File: src/rtl/shift_add_mul_ctrl_pkg.sv
// Shared ALU definitions for the multi-cycle shift-and-add multiplier.
package shift_add_mul_ctrl_pkg;

  // Default operand width of the multiplier.
  localparam int MUL_W = 32;

  // Controller states; the unused code is decoded and steers back to idle.
  typedef enum logic [1:0] {
    MUL_IDLE = 2'd0,
    MUL_RUN  = 2'd1,
    MUL_DONE = 2'd2,
    MUL_ILL  = 2'd3
  } mul_state_t;

endpackage

File: src/rtl/shift_add_mul_ctrl_cla.sv
// W-bit carry-lookahead adder built from 4-bit CLA slices. Each slice
// resolves its internal carries in parallel and exports group
// generate/propagate; the group lookahead unit turns those into slice
// carry-ins.
module cla_adder_w #(
  parameter int W = 32  // multiple of 4
) (
  input  logic [W-1:0] a,
  input  logic [W-1:0] b,
  input  logic         cin,
  output logic [W-1:0] sum,
  output logic         cout
);

  localparam int NS = W / 4;

  logic [NS:0]   gc;   // slice carry-ins, gc[NS] is the adder carry-out
  logic [NS-1:0] gg;   // slice group generate
  logic [NS-1:0] gp;   // slice group propagate

  assign gc[0] = cin;
  assign cout  = gc[NS];

  genvar s;
  generate
    for (s = 0; s < NS; s++) begin : g_slice
      logic [3:0] p, g, c;

      // Bit-level propagate/generate for this slice.
      assign p = a[4*s +: 4] ^ b[4*s +: 4];
      assign g = a[4*s +: 4] & b[4*s +: 4];

      // Internal carries, all in terms of the slice carry-in.
      assign c[0] = gc[s];
      assign c[1] = g[0] | (p[0] & gc[s]);
      assign c[2] = g[1] | (p[1] & g[0]) | (p[1] & p[0] & gc[s]);
      assign c[3] = g[2] | (p[2] & g[1]) | (p[2] & p[1] & g[0])
                  | (p[2] & p[1] & p[0] & gc[s]);

      assign gg[s] = g[3] | (p[3] & g[2]) | (p[3] & p[2] & g[1])
                   | (p[3] & p[2] & p[1] & g[0]);
      assign gp[s] = &p;

      assign sum[4*s +: 4] = p ^ c;

      // Group lookahead: slice carry-out from group G/P and carry-in.
      assign gc[s+1] = gg[s] | (gp[s] & gc[s]);
    end
  endgenerate

endmodule

File: src/rtl/shift_add_mul_ctrl.sv
// Multi-cycle unsigned shift-and-add multiplier controller. One shared
// W-bit CLA add per cycle over W iterations forms the 2W-bit product;
// start/ready/done handshake toward the execute stage.
module shift_add_mul_ctrl
  import shift_add_mul_ctrl_pkg::*;
#(
  parameter int W = MUL_W  // multiple of 4, >= 4
) (
  input  logic           clk,
  input  logic           rst,
  input  logic           start,
  input  logic [W-1:0]   a,
  input  logic [W-1:0]   b,
  output logic           ready,
  output logic           busy,
  output logic           done,
  output logic [2*W-1:0] product,
  output logic           hi_nz
);

  localparam int CW = $clog2(W);
  localparam logic [CW-1:0] LAST = CW'(W - 1);

  mul_state_t     state;
  logic [W-1:0]   mcand;
  logic [2*W-1:0] acc;
  logic [CW-1:0]  cnt;

  logic [W-1:0]   add_b;
  logic [W-1:0]   add_s;
  logic           add_c;
  logic [2*W-1:0] acc_nxt;

  // Adder always sits in the path; the addend is zeroed when the
  // multiplier bit is clear so the delay does not depend on data.
  assign add_b = acc[0] ? mcand : '0;

  cla_adder_w #(.W(W)) u_add (
    .a    (acc[2*W-1:W]),
    .b    (add_b),
    .cin  (1'b0),
    .sum  (add_s),
    .cout (add_c)
  );

  // Carry becomes the new MSB as the whole accumulator shifts right.
  assign acc_nxt = {add_c, add_s, acc[W-1:1]};

  // Controller FSM with registered handshake outputs, counter and accumulator.
  always_ff @(posedge clk) begin
    if (rst) begin
      state   <= MUL_IDLE;
      mcand   <= '0;
      acc     <= '0;
      cnt     <= '0;
      product <= '0;
      hi_nz   <= 1'b0;
      ready   <= 1'b1;
      busy    <= 1'b0;
      done    <= 1'b0;
    end else begin
      case (state)
        MUL_IDLE, MUL_DONE: begin
          done <= 1'b0;
          if (start) begin
            mcand <= a;
            acc   <= {{W{1'b0}}, b};
            cnt   <= '0;
            state <= MUL_RUN;
            ready <= 1'b0;
            busy  <= 1'b1;
          end else begin
            state <= MUL_IDLE;
          end
        end
        MUL_RUN: begin
          acc <= acc_nxt;
          cnt <= cnt + 1'b1;
          if (cnt == LAST) begin
            product <= acc_nxt;
            hi_nz   <= |acc_nxt[2*W-1:W];
            state   <= MUL_DONE;
            busy    <= 1'b0;
            ready   <= 1'b1;
            done    <= 1'b1;
          end
        end
        default: begin
          state <= MUL_IDLE;
          ready <= 1'b1;
          busy  <= 1'b0;
          done  <= 1'b0;
        end
      endcase
    end
  end

endmodule

File: config.mk
export PLATFORM = sky130hd
export DESIGN_NAME = shift_add_mul_ctrl
export DESIGN_NICKNAME = d
export VERILOG_FILES = /design/src/rtl/shift_add_mul_ctrl_pkg.sv /design/src/rtl/shift_add_mul_ctrl_cla.sv /design/src/rtl/shift_add_mul_ctrl.sv
export SDC_FILE = /design/constraint.sdc
export NUM_CORES = 1
export LEC_CHECK = 0
export BUFFER_PORTS_ARGS = -buffer_cell sky130_fd_sc_hd__buf_4
export CAP_MARGIN = 10
export CORE_MARGIN = 4
export CORE_UTILIZATION = 35
export CTS_BUF_LIST = sky130_fd_sc_hd__clkbuf_16
export DETAILED_ROUTE_END_ITERATION = 6
export GPL_TIMING_DRIVEN = 0
export PLACE_DENSITY = 0.63
export SLEW_MARGIN = 20
export SYNTH_ARGS = -nofsm -noshare
export SYNTH_HDL_FRONTEND = slang
export SYNTH_HIERARCHICAL = 1
export SYNTH_SLANG_ARGS = --single-unit
export TNS_END_PERCENT = 100
File: constraint.sdc
create_clock -name clk -period 4.2 [get_ports clk]
set_input_delay 0.21 -clock clk [delete_from_list [all_inputs] [get_ports clk]]
set_output_delay 0.21 -clock clk [all_outputs]
set_load 0.01 [all_outputs]
==> impl_metrics.csv <==
group,metric,value,unit
worst_hold_path,hp-class,"in -> reg",
pwr,p_leak,4.04,nW
layout,stdcell_count,1239,
timing,finalSetupViolCount,0,
placement,dpl.cell_count,1207,
global_route,grt_max_degree,17,
floorplanning,io_pins,135,
worst_setup_path,path_class,"reg -> reg",
floorplanning,fp.dieArea,23500,um2
timing,finalHoldViolCount,0,
yosys,synth_seq_cells,171,
worst_setup_path,worstSetupEndpointType,"register",
drt,via_count,6203,
timing,slew_headroom,61.3,%
layout,n_antenna_cell,0,
placement,dpl.hpwl,14600,um
worst_setup_path,regToRegEndpoint,"hi_nz",
worst_hold_path,holdPathStages,3,
drt,drt-total-wl,19500,um
global_route,grt_pass1_vias,6311,
worst_setup_path,arrival,4.24,ns
worst_setup_path,required,4.49,ns
placement,placed_area,8760,um2
timing,fin_crit_sh,94.1,%
worst_setup_path,reg2reg_depth,15,
global_route,grt_use_total,16.3,%
worst_setup_path,r2r_slack,0.25,ns
clock_tree,htree_levels,4,
timing,fmax,253,MHz
drt,first_iter_violations,315,
yosys,synth_edf_count,0,
placement,gp_congestion,0.815,
pwr,ir_worst_vdd,260,uV
clock_tree,cts-root-buf,"clkbuf_16",
floorplanning,row_count,52,
yosys,ys.flop_type,"dfxtp_1",
worst_setup_path,r2r-start,"acc[0]",
pwr,cellPowerDensity,369,nW/um2
timing,rsz0062_at_grt,"false",
drt,wl_per_cell,15.7,um
worst_setup_path,path_max_fanout,10,
placement,numPortBuffers,134,
layout,nFillCells,2029,
drt,ant_nets,0,
yosys,yosysWarningCount,6,
pwr,pwr-share-clk,42.6,%
pwr,power_frac_seq,49.4,%
global_route,grt_pass1_wl,31400,um
layout,fin_area,9300,um2
pwr,p_sw,885,uW
floorplanning,die_h,153,um
timing,period_minus_slack,3.95,ns
layout,synthToLayoutAreaGrowth,25.6,%
drt,dr.pass1.iters,4,
layout,drive_gt1_share,22.0,%
yosys,yosysSeqAreaShare,46.2,%
yosys,ys_types,57,
clock_tree,numClockSinks,171,
worst_hold_path,min_from,"a[30]",
worst_setup_path,critPathLaunchType,"register",
pwr,switching_share,25.8,%
clock_tree,cts_buffers,17,
global_route,gr-total-overflow,0,
status,status,"finished clean",
floorplanning,die_x,153,um
pwr,internal_power,2.55,mW
run,cap_violations,0,
floorplanning,core_area,20500,um2
yosys,netlist_area,7400,um2
drt,drcViolationCount,0,
worst_hold_path,whs_endpoint,"mcand[30]",
layout,final_net_count,1065,
global_route,antenna_found_initial,0,
clock_tree,cts_hold_buf,0,
timing,worst_slew_pin_slew,0.581,ns
yosys,synth_cells,801,
timing,fin_tns_setup,0,ns
clock_tree,clk_pin_slew,0.07,ns
clock_tree,cts_tree,"built",
timing,skew,0.0112,ns
clock_tree,cts_buffer_depth,2,
yosys,synthArstFlopShare,0,%
clock_tree,clock_latency,0.43,ns
drt,via_per_inst,5.01,
timing,slew_violations,0,
yosys,post_synth.cell_area_avg,9.24,um2
pwr,power_frac_comb,8.0,%
floorplanning,floorplan.initialDensity,36.1,%
[per-layer routing]
| metal | wire length (um) | share of wire, % | up-vias | GRT usage (%) |
|---|---|---|---|---|
| met2 | 8990 | 46 | 129 | 25.9 |
| met5 | 0 | 0 | - | 0 |
| li1 | - | - | 3141 | - |
| met4 | 410 | 2.1 | 0 | 5.85 |
| met1 | 9310 | 48 | 2908 | 22.2 |
| met3 | 782 | 4.0 | 25 | 3.14 |
[area by class of cell]
cell class	count	area (um2)	area share, %
Clock inverter	15	115	1.24
Sequential cell	171	3420	36.8
Buffer	51	263	2.83
Inverter	12	45.0	0.484
Timing Repair Buffer	134	1010	10.8
Multi-Input combinational cell	569	3680	39.6
Tap cell	270	338	3.63
Clock buffer	17	425	4.58
[kinds of logic after synthesis]
kind of cell / count (synthesis) / share of synthesized area (%)
AO/OA/AOI/OAI: 253 / 23.3
AND/OR/NAND/NOR: 246 / 15.4
flip-flops: 171 / 46.2
buffers and inverters: 63 / 4.14
adder cells (fa/ha/maj): 42 / 7.91
XOR/XNOR: 24 / 2.84
other: 1 / 0.0506
multiplexers: 1 / 0.135
[state kept, by name, indices dropped and copies added (netlist names)]
signal and count:
state 2, hi_nz 1, product 64, acc 64, mcand 32, cnt 5, busy 1, ready 1
done 1
[cell usage in the layout (no fill, tap or decap), drive strengths merged, types with 2 or more instances in the layout]
| cell | netlist | layout |
|---|---|---|
| a211oi | 3 | 3 |
| a21boi | 2 | 2 |
| a21o | 8 | 8 |
| a21oi | 112 | 112 |
| a221o | 2 | 2 |
| a22o | 70 | 70 |
| a22oi | 32 | 32 |
| and2 | 35 | 35 |
| and3 | 2 | 2 |
| buf | 36 | 170 |
| clkbuf | 15 | 32 |
| clkinv | 0 | 3 |
| clkinvlp | 0 | 4 |
| conb | 1 | 3 |
| dfxtp | 171 | 171 |
| fa | 8 | 8 |
| ha | 34 | 34 |
| inv | 12 | 20 |
| nand2 | 161 | 161 |
| nand2b | 4 | 4 |
| nand3 | 6 | 6 |
| nand4 | 7 | 7 |
| nor2 | 11 | 11 |
| nor2b | 3 | 3 |
| nor4 | 9 | 9 |
| o211ai | 2 | 2 |
| o21a | 2 | 2 |
| o21ai | 8 | 8 |
| o21bai | 6 | 6 |
| or2 | 2 | 2 |
| xnor2 | 14 | 14 |
| xor2 | 10 | 10 |
[how the worst max path moves through the flow]
stage	cells past startpoint	to	slack (ns)	startpoint
2_1_floorplan	15	hi_nz	0.85	acc[0]
3_3_place_gp	15	hi_nz	0.13	acc[0]
3_5_place_dp	15	hi_nz	0.14	acc[0]
4_1_cts	15	hi_nz	0.13	acc[0]
5_1_grt	15	hi_nz	0.004	acc[0]
6_report	15	hi_nz	0.25	acc[0]
[what timing repair did]
item                                    CTS  global route
buffers inserted                          0             0
endpoints found under the setup margin    0             1
gates resized for setup                   0             2
[through the flow]
stage / utilization [%] / hold WS, ns / power, mW / setup slack [ns]
after global placement: 42.7 / 0.440 / 2.01 / 0.131
after global routing: 45.4 / 0.0346 / 3.57 / 0.00415
after floorplan: - / 0.346 / 1.89 / 0.847
after CTS: 45.4 / 0.0157 / 3.46 / 0.128
final: 45.4 / 0.0320 / 3.43 / 0.247
after detailed placement: 42.7 / 0.444 / 2.01 / 0.144
[critical path, cell delays in order (launching register included)]
cell and delay [ns]:
dfxtp_1 0.46, clkbuf_2 0.25, and2_1 0.15, ha_1 0.29, a21o_1 0.22, a221o_1 0.35, a221oi_2 0.30, o21ai_1 0.11
a21oi_2 0.19, o21ai_2 0.12, fa_1 0.38, xor2_1 0.23, nor4_1 0.32, nand4_1 0.19, nor2_1 0.14, a41oi_1 0.11
[synthesized netlist by cell type (2+ instances only)]
library cell | number | share of area, %
a211oi_1 | 3 | 0.30
clkbuf_1 | 15 | 0.76
o21ai_1 | 3 | 0.20
a21oi_1 | 110 | 7.4
nor2b_1 | 3 | 0.25
nor4_1 | 9 | 0.76
a22o_1 | 70 | 8.3
buf_6 | 3 | 0.46
o21ai_0 | 4 | 0.27
dfxtp_1 | 171 | 46
o211ai_1 | 2 | 0.20
fa_1 | 8 | 2.2
a221o_1 | 2 | 0.27
a21oi_2 | 2 | 0.24
and3_1 | 2 | 0.17
nor2_1 | 9 | 0.46
buf_1 | 3 | 0.15
nand4_1 | 7 | 0.59
xor2_1 | 10 | 1.2
a21o_1 | 8 | 0.81
and2_1 | 33 | 2.8
nand2_1 | 160 | 8.1
ha_1 | 34 | 5.7
o21bai_1 | 6 | 0.61
nand2b_1 | 4 | 0.34
buf_4 | 4 | 0.41
buf_2 | 26 | 1.8
o21a_1 | 2 | 0.20
a22oi_1 | 32 | 3.2
inv_1 | 11 | 0.56
nand3_1 | 6 | 0.41
xnor2_1 | 14 | 1.7
[power groups by stage]
stage                     sequential (mW)  combinational (mW)  clock (mW)
final                                1.70               0.276        1.46
after global routing                 1.70               0.309        1.56
after CTS                            1.70               0.279        1.49
after detailed placement             1.73               0.278           0
after global placement               1.73               0.276           0
after floorplan                      1.73               0.164           0
(Power assumes the default switching activity.)
